===== config.mk =====
export PLATFORM = sky130hd
export DESIGN_NAME = dma_frame_sequencer
export DESIGN_NICKNAME = d
export VERILOG_FILES = /design/src/rtl/dma_frame_sequencer.sv
export SDC_FILE = /design/constraint.sdc
export NUM_CORES = 1
export LEC_CHECK = 0
export CAP_MARGIN = 20
export CORE_UTILIZATION = 33
export CTS_CLUSTER_DIAMETER = 40
export CTS_CLUSTER_SIZE = 12
export DETAILED_ROUTE_END_ITERATION = 8
export PLACE_DENSITY = 0.82
export REMOVE_ABC_BUFFERS = 1
export SYNTH_ARGS = -nofsm -noshare
export SYNTH_HDL_FRONTEND = slang
export SYNTH_SLANG_ARGS = --single-unit

===== constraint.sdc =====
create_clock -name clk -period 1.3 [get_ports clk]
set_input_delay 0.325 -clock clk [delete_from_list [all_inputs] [get_ports clk]]
set_output_delay 0.325 -clock clk [all_outputs]
set_load 0.03 [all_outputs]

===== src/rtl/dma_frame_sequencer.sv =====
// dma_frame_sequencer: per-frame buffer selection and Avalon-MM reprogramming of the stream DMA
module dma_frame_sequencer #(
  parameter int ADDR_WIDTH  = 24,
  parameter int NUM_BUFFERS = 3,
  parameter int IDX_W       = 2
) (
  input  logic                            clk,
  input  logic                            rst_n,
  input  logic                            cfg_enable,
  input  logic [NUM_BUFFERS*ADDR_WIDTH-1:0] cfg_buf_addr,
  input  logic [29:0]                     cfg_words,
  input  logic                            frame_start,
  input  logic                            wr_frame_done,
  input  logic [IDX_W-1:0]                wr_frame_idx,
  output logic [IDX_W-1:0]                wr_buf_idx,
  output logic [IDX_W-1:0]                rd_buf_idx,
  output logic                            busy,
  output logic                            frame_repeat,
  output logic                            frame_skip,
  output logic                            start_drop,
  output logic [4:0]                      dma_address,
  output logic                            dma_write,
  output logic [31:0]                     dma_writedata,
  output logic [3:0]                      dma_byteenable,
  input  logic                            dma_waitrequest
);
  typedef enum logic [2:0] {IDLE, DIS, ADDR, WORDS, EN, OFF} state_t;
  state_t state, state_nxt;
  logic pending, ready_valid, armed, start, consume, done;
  logic [IDX_W-1:0] ready_idx, wr_nxt;
  logic [4:0] addr_nxt;
  logic [31:0] data_nxt;
  assign dma_byteenable = 4'hF;
  assign start = state == IDLE && cfg_enable && (frame_start || pending);
  assign consume = start && ready_valid;
  assign done = dma_write && !dma_waitrequest;
  always_comb begin
    state_nxt = state;
    case (state)
      IDLE:    state_nxt = start ? DIS : (!cfg_enable && armed) ? OFF : IDLE;
      DIS:     state_nxt = done ? ADDR : DIS;
      ADDR:    state_nxt = done ? WORDS : ADDR;
      WORDS:   state_nxt = done ? EN : WORDS;
      EN:      state_nxt = done ? IDLE : EN;
      OFF:     state_nxt = done ? IDLE : OFF;
      default: state_nxt = IDLE;
    endcase
  end
  // bus outputs are registered from the state being entered, so a stalled write re-registers identical values
  always_comb begin
    addr_nxt = state_nxt == ADDR ? 5'h00 : state_nxt == WORDS ? 5'h04 : 5'h08;
    data_nxt = state_nxt == ADDR  ? 32'(cfg_buf_addr[int'(rd_buf_idx)*ADDR_WIDTH +: ADDR_WIDTH]) :
               state_nxt == WORDS ? {2'b0, cfg_words} :
               state_nxt == EN    ? 32'd1 : 32'd0;
  end
  always_comb begin
    wr_nxt = '0;
    for (int i = NUM_BUFFERS - 1; i >= 0; i--)
      if (IDX_W'(i) != rd_buf_idx && !(NUM_BUFFERS >= 3 && ready_valid && IDX_W'(i) == ready_idx))
        wr_nxt = IDX_W'(i);
  end
  always_ff @(posedge clk or negedge rst_n) begin
    if (!rst_n) begin
      state         <= IDLE;
      dma_write     <= 1'b0;
      dma_address   <= '0;
      dma_writedata <= '0;
      busy          <= 1'b0;
      rd_buf_idx    <= '0;
      wr_buf_idx    <= IDX_W'(1);
      ready_idx     <= '0;
      ready_valid   <= 1'b0;
      pending       <= 1'b0;
      armed         <= 1'b0;
      frame_repeat  <= 1'b0;
      frame_skip    <= 1'b0;
      start_drop    <= 1'b0;
    end else begin
      state         <= state_nxt;
      dma_write     <= state_nxt != IDLE;
      busy          <= state_nxt != IDLE;
      dma_address   <= addr_nxt;
      dma_writedata <= data_nxt;
      wr_buf_idx    <= wr_nxt;
      frame_repeat  <= start && !ready_valid;
      frame_skip    <= wr_frame_done && ready_valid && !consume;
      start_drop    <= !start && frame_start && cfg_enable && state != IDLE && pending;
      if (consume) rd_buf_idx <= ready_idx;
      if (start) pending <= 1'b0;
      else if (frame_start && cfg_enable && state != IDLE) pending <= 1'b1;
      if (wr_frame_done) begin
        ready_idx   <= wr_frame_idx;
        ready_valid <= 1'b1;
      end else if (consume) ready_valid <= 1'b0;
      if (state == EN && done) armed <= 1'b1;
      else if (state_nxt == OFF) armed <= 1'b0;
    end
  end
endmodule


### Word-level counts from Yosys, hierarchy flattened

Index checks and enable logic that the tools add are counted.

* output and inout bits: 50
* input port bits: 110
* register bits after elaboration: 50
* word-level logic and storage cells: 88

* shift-type cells: 1
* equality and inequality tests: 13
* multiplexer cells: 22
* reduce and logical (&&, ||, !) cells: 38
* multiply operators: 1

Operators by type and width (count)
* indexed part select 72 x 8 -> 24 bit: 1
* two-way mux 30 bit: 2
* logical AND 1 bit: 21
* one-hot mux 3 bit (6 select lines): 1
* two-way mux 3 bit: 5
* equality test 3 x 2 -> 1 bit (second input constant): 4
* equality test 3 bit (second input constant): 4
* zero test 1 bit: 8
* two-way mux 1 bit: 8
* two-way mux 2 bit: 4
* two-way mux 4 bit: 2
* nonzero test 2 bit: 4
* nonzero test 3 bit: 2
* multiplier 2 x 2 -> 4 bit (second input constant): 1
* equality test 3 x 1 -> 1 bit (second input constant): 1
* zero test 3 bit: 1
* equality test 1 x 2 -> 1 bit (first input constant): 1
* equality test 2 bit (first input constant): 1
* zero test 2 bit: 1
* != test 1 x 2 -> 1 bit (first input constant): 1
* != test 2 bit (first input constant): 1
* logical OR 1 bit: 1

### Logic depth before layout (Yosys ltp)

* depth in word-level cells: 9
* mapped depth: 7
* mapped depth without buffers: 6

### Worst setup path before layout

Ideal clock, no wire load.

* path type: register -> register
* from: reg dma_write
* to: reg dma_write
* path slack: -350 ps
* buffers on the path: 0
* data arrival time: 1519 ps
* period minus slack after synthesis: 1650 ps
* data required time: 1169 ps
* cell stages (with the launch flop): 7
* path through: dfrtp_1 nor2b_2 nand2_1 xor2_1 or2_1 inv_2 or3_1

* longest elaborated chain between the ends: 4

Ends and longest elaborated chain
* from (decl): line 22 `output logic dma_write,`
* from (signal assigned): line 65 `dma_write <= 1'b0;`
* from (signal assigned): line 80 `dma_write <= state_nxt != IDLE;`
* logical AND 1 bit (*): line 36 `assign done = dma_write && !dma_waitrequest;`
* two-way mux 3 bit or two-way mux 2 bit (tied branches): line 43, 41
* one-hot mux 3 bit (6 select lines) (*): line 39 `case (state)`
* via state_nxt[1]: line 28 `state_t state, state_nxt;`
* nonzero test 3 bit (*): line 80

The timed path passes the listed nets; every way through them passes the cells marked *.
A chain may end at the register's enable or synchronous reset.

### Worst setup path in the final report

Ends and elaborated chain as after synthesis.

==> impl_summary.log <==
[metrics] status: finished with violations
[metrics] violated checks: hold timing, setup timing
[metrics] most frequent standard cell in the layout excluding fill and tap cells: clkdlybuf4s50_1
[metrics] GPL Wtd Cong: 0.8548
[metrics] largest net degree at the start of global routing: 49
[metrics] sequential share of the synthesized area: 0.4936
[metrics] insertion delay to the later sink of the worst-skew pair: 0.30 ns
[metrics] Clock H-tree levels: 2
[metrics] Logic pwr share: 0.645
[metrics] number of antenna violations at the first check in global routing: 0
[metrics] final setup violating endpoints: 40
[metrics] critical path data arrival time: ~1.7 ns
[metrics] slack of the critical path: -0.2029 ns
[metrics] via count: 2425
[metrics] number of clock sinks: 48
[metrics] Leakage Power: 2.135 nW
[metrics] Nets: 523
[metrics] maximum buffer depth of the clock tree: 2
[metrics] die boundary width: 87.92 um
[metrics] switching power of the nets: 3.765 mW
[metrics] remaining antenna violation count after routing: 0
[metrics] setup repair after global routing missed its margin: true
[metrics] cell with the biggest individual delay on the critical path: dfrtp_1
[metrics] post-route fraction of the period consumed by the critical path: 1.156
[metrics] Clock Tree Root: clkbuf_8
[metrics] TritonCTS buffer count: 5
[metrics] Slew Limit Fails: 0
[metrics] overall die height: 87.92 um
[metrics] Hold Crit Class: in2async
[metrics] fraction of registers with async set or reset after synthesis: 1.000
[metrics] Area Overhead vs Synth: 89.63%
[metrics] list of cells traversed by the critical path: nor2b_4 > buf_6 > nand2_4 > xor2_1 > or2_1 > inv_2 > or3_1
[metrics] Core Rows: 30
[metrics] required time at the endpoint of the critical path: 1.48 ns
[metrics] first-iteration detailed-routing DRC count: 45
[metrics] Top FF cell, synth: dfrtp_1
[metrics] cell internal power dissipation: 5.830 mW
[metrics] Ys Warns: 0
[metrics] largest stage delay on the critical path: 0.39 ns
[metrics] worst hold slack: -0.008360 ns
[metrics] final routed wirelength across all metal layers: 8182 um
[metrics] gr usage total: 0.2120
[metrics] CTS tree: done
[metrics] nature of the critical path endpoint: flip-flop
[metrics] most used cells in the layout excluding fill and tap cells: clkdlybuf4s50_1, buf_4, dfrtp_1, nand2_1, mux2i_1
[metrics] layout cell share with drive strength beyond 1: 0.3116
[metrics] Worst Setup Path Type: reg2reg
[metrics] top-level port count: 160
[metrics] average wire per standard cell: 16.04 um
[metrics] GR Overflow Total: 0
[metrics] area occupied by multi-input gates: 0.001177 mm^2
[metrics] starting density of the core: 0.3508
[metrics] number of filler cells placed in the layout: just over 500
[metrics] Distinct cells, synth: 38
[metrics] shortest period the worst path allows: 1.503 ns
[metrics] highest attainable clock frequency: 665.4 MHz
[metrics] PwrDens: 2077 mW/mm^2
[metrics] number of antenna repair diodes: 0
[metrics] full die area: slightly below 0.008 mm^2
[metrics] final hold vios: 9
[metrics] clock-pin transition on the worst setup and hold timing paths: 0.09 ns
[metrics] HPWL reported at the end of detailed placement: 5716 um
[metrics] MaxCap Viol Count: 0
[metrics] Gate Count Post-Synth: 228
[metrics] final core occ: 0.6652
[metrics] FF+latch area: between 0.001 and 0.0015 mm^2
[metrics] mean instance size in the synthesized netlist: 10.68 um^2
[metrics] Port Buf Inserts: 150
[metrics] Syn Std Cell Area: 0.002436 mm^2
[metrics] core area: 0.006944 mm^2
[metrics] power share of the sequential group: 0.237
[metrics] vias in the first global route: around 2500
[metrics] total iterations of the first detailed-routing run: 4
[metrics] count of flip-flops with a built-in enable after synthesis: 0
[metrics] total of flip-flops plus latches after synthesis: 48
[metrics] wire length of the first global-routing pass: 12190 um
[metrics] clock skew: approximately 0.006 ns
[metrics] worst vdd rail ir drop: between 0.0009 and 0.001 V
[metrics] largest fanout of any net on the critical path: 3
[metrics] DRC errors left: 0
[metrics] Sw Share: 0.3924
[metrics] Worst setup SP type: flip-flop
[metrics] via count normalized by instance count: 4.755
[metrics] share of total power in the clock network: 0.118
## Yosys cell counts (3+ instances only)
master    number  share of area
a21oi_1        6          0.012
a22o_1        23          0.083
and2_1         6          0.015
buf_2         10          0.021
buf_4         12          0.037
clkbuf_1       3         0.0046
dfrtp_1       47           0.48
mux2_1         4          0.018
mux2i_1       25           0.10
nand2_1       30          0.046
nor2_1         6         0.0092
o21ai_0        4         0.0082
o21ai_1       20          0.041
## critical path: cells and delay by family, from the launching register on
kind | cells | cell delay [ns]
xor gates and xnor gates | 1 | 0.13
buffers and inverters | 2 | 0.17
and+or+nand+nor | 4 | 0.70
DFF | 1 | 0.39
## final cells by class
class,instances,share of cell area
timing repair buffer,198,0.4290
sequential,48,0.2614
multi-input combinational,157,0.2549
tap,96,0.02600
clock buffer,6,0.01788
clock inverter,2,0.008397
inverter,3,0.002438
## metal layers
layer | vias up | share of wire | global-route usage
met5 | - | 0 | 0
met4 | 0 | 0.019 | 0.07452
met3 | 11 | 0.075 | 0.03864
met2 | 114 | 0.54 | 0.4073
met1 | 1152 | 0.36 | 0.2307
li1 | 1148 | - | -
## repair_timing
| item | 4_1_cts | 5_1_grt |
|---|---|---|
| cloned | 2 | 1 |
| endpoints found under the setup margin | 47 | 46 |
| endpoints found under the hold margin | 0 | 0 |
| resized for setup | 43 | 18 |
| hold buffers | 0 | 0 |
| buffers inserted | 16 | 4 |
| pin swaps | 11 | 11 |
## path summary, 6_finish.rpt
check	startpoint	endpoint	slack (ns)	cells after the start
min in group clk	ready_idx[0]	wr_buf_idx[0]	0.50	1
max reg2reg	dma_write	dma_write	-0.20	7
max	dma_write	dma_write	-0.20	7
min	rst_n	dma_address[2]	-0.008	2
min reg2reg	ready_idx[0]	wr_buf_idx[0]	0.50	1
max in group asynchronous	rst_n	wr_buf_idx[0]	1.04	2
## power groups by stage
stage / logic (mW) / clock network [mW] / registers (mW)
CTS: 5.96 / 1.16 / 2.27
global placement: 4.86 / 0 / 2.28
detailed placement: 5.00 / 0 / 2.30
global route: 6.58 / 1.22 / 2.33
finish: 6.19 / 1.13 / 2.27
floorplan: 1.83 / 0 / 3.26
## cells by family (layout without fill, tap and decap cells)
logic type | Yosys count | after routing | share of synthesized area
AOI/OAI and AO/OA | 60 | 60 | 0.1787
and+or+nand+nor | 56 | 56 | 0.1166
DFF | 48 | 48 | 0.4936
buffers and inverters | 30 | 209 | 0.07602
muxes | 29 | 29 | 0.1212
xor gates and xnor gates | 3 | 3 | 0.01079
other | 2 | 9 | 0.003083
## sequential cells by signal (all words and copies together) (netlist names)
signal	cells
armed	1
dma_address	2
dma_write	1
dma_writedata	30
frame_repeat	1
frame_skip	1
pending	1
rd_buf_idx	2
ready_idx	2
ready_valid	1
start_drop	1
state	3
wr_buf_idx	2
## stage by stage
step	instance area, um^2	TNS (ns)	worst slack, ns	total power [mW]	cells
finish	4619	-4.507	-0.2029	9.595	510
floorplan	2288	-35.08	-1.088	5.090	208
detailed placement	4126	-19.36	-0.5394	7.299	480
CTS	4543	-4.737	-0.1709	9.388	505
global placement	4126	-17.06	-0.4978	7.144	480
global route	4619	-7.451	-0.2653	10.13	510
No activity file was read; power rests on OpenSTA's default activity.
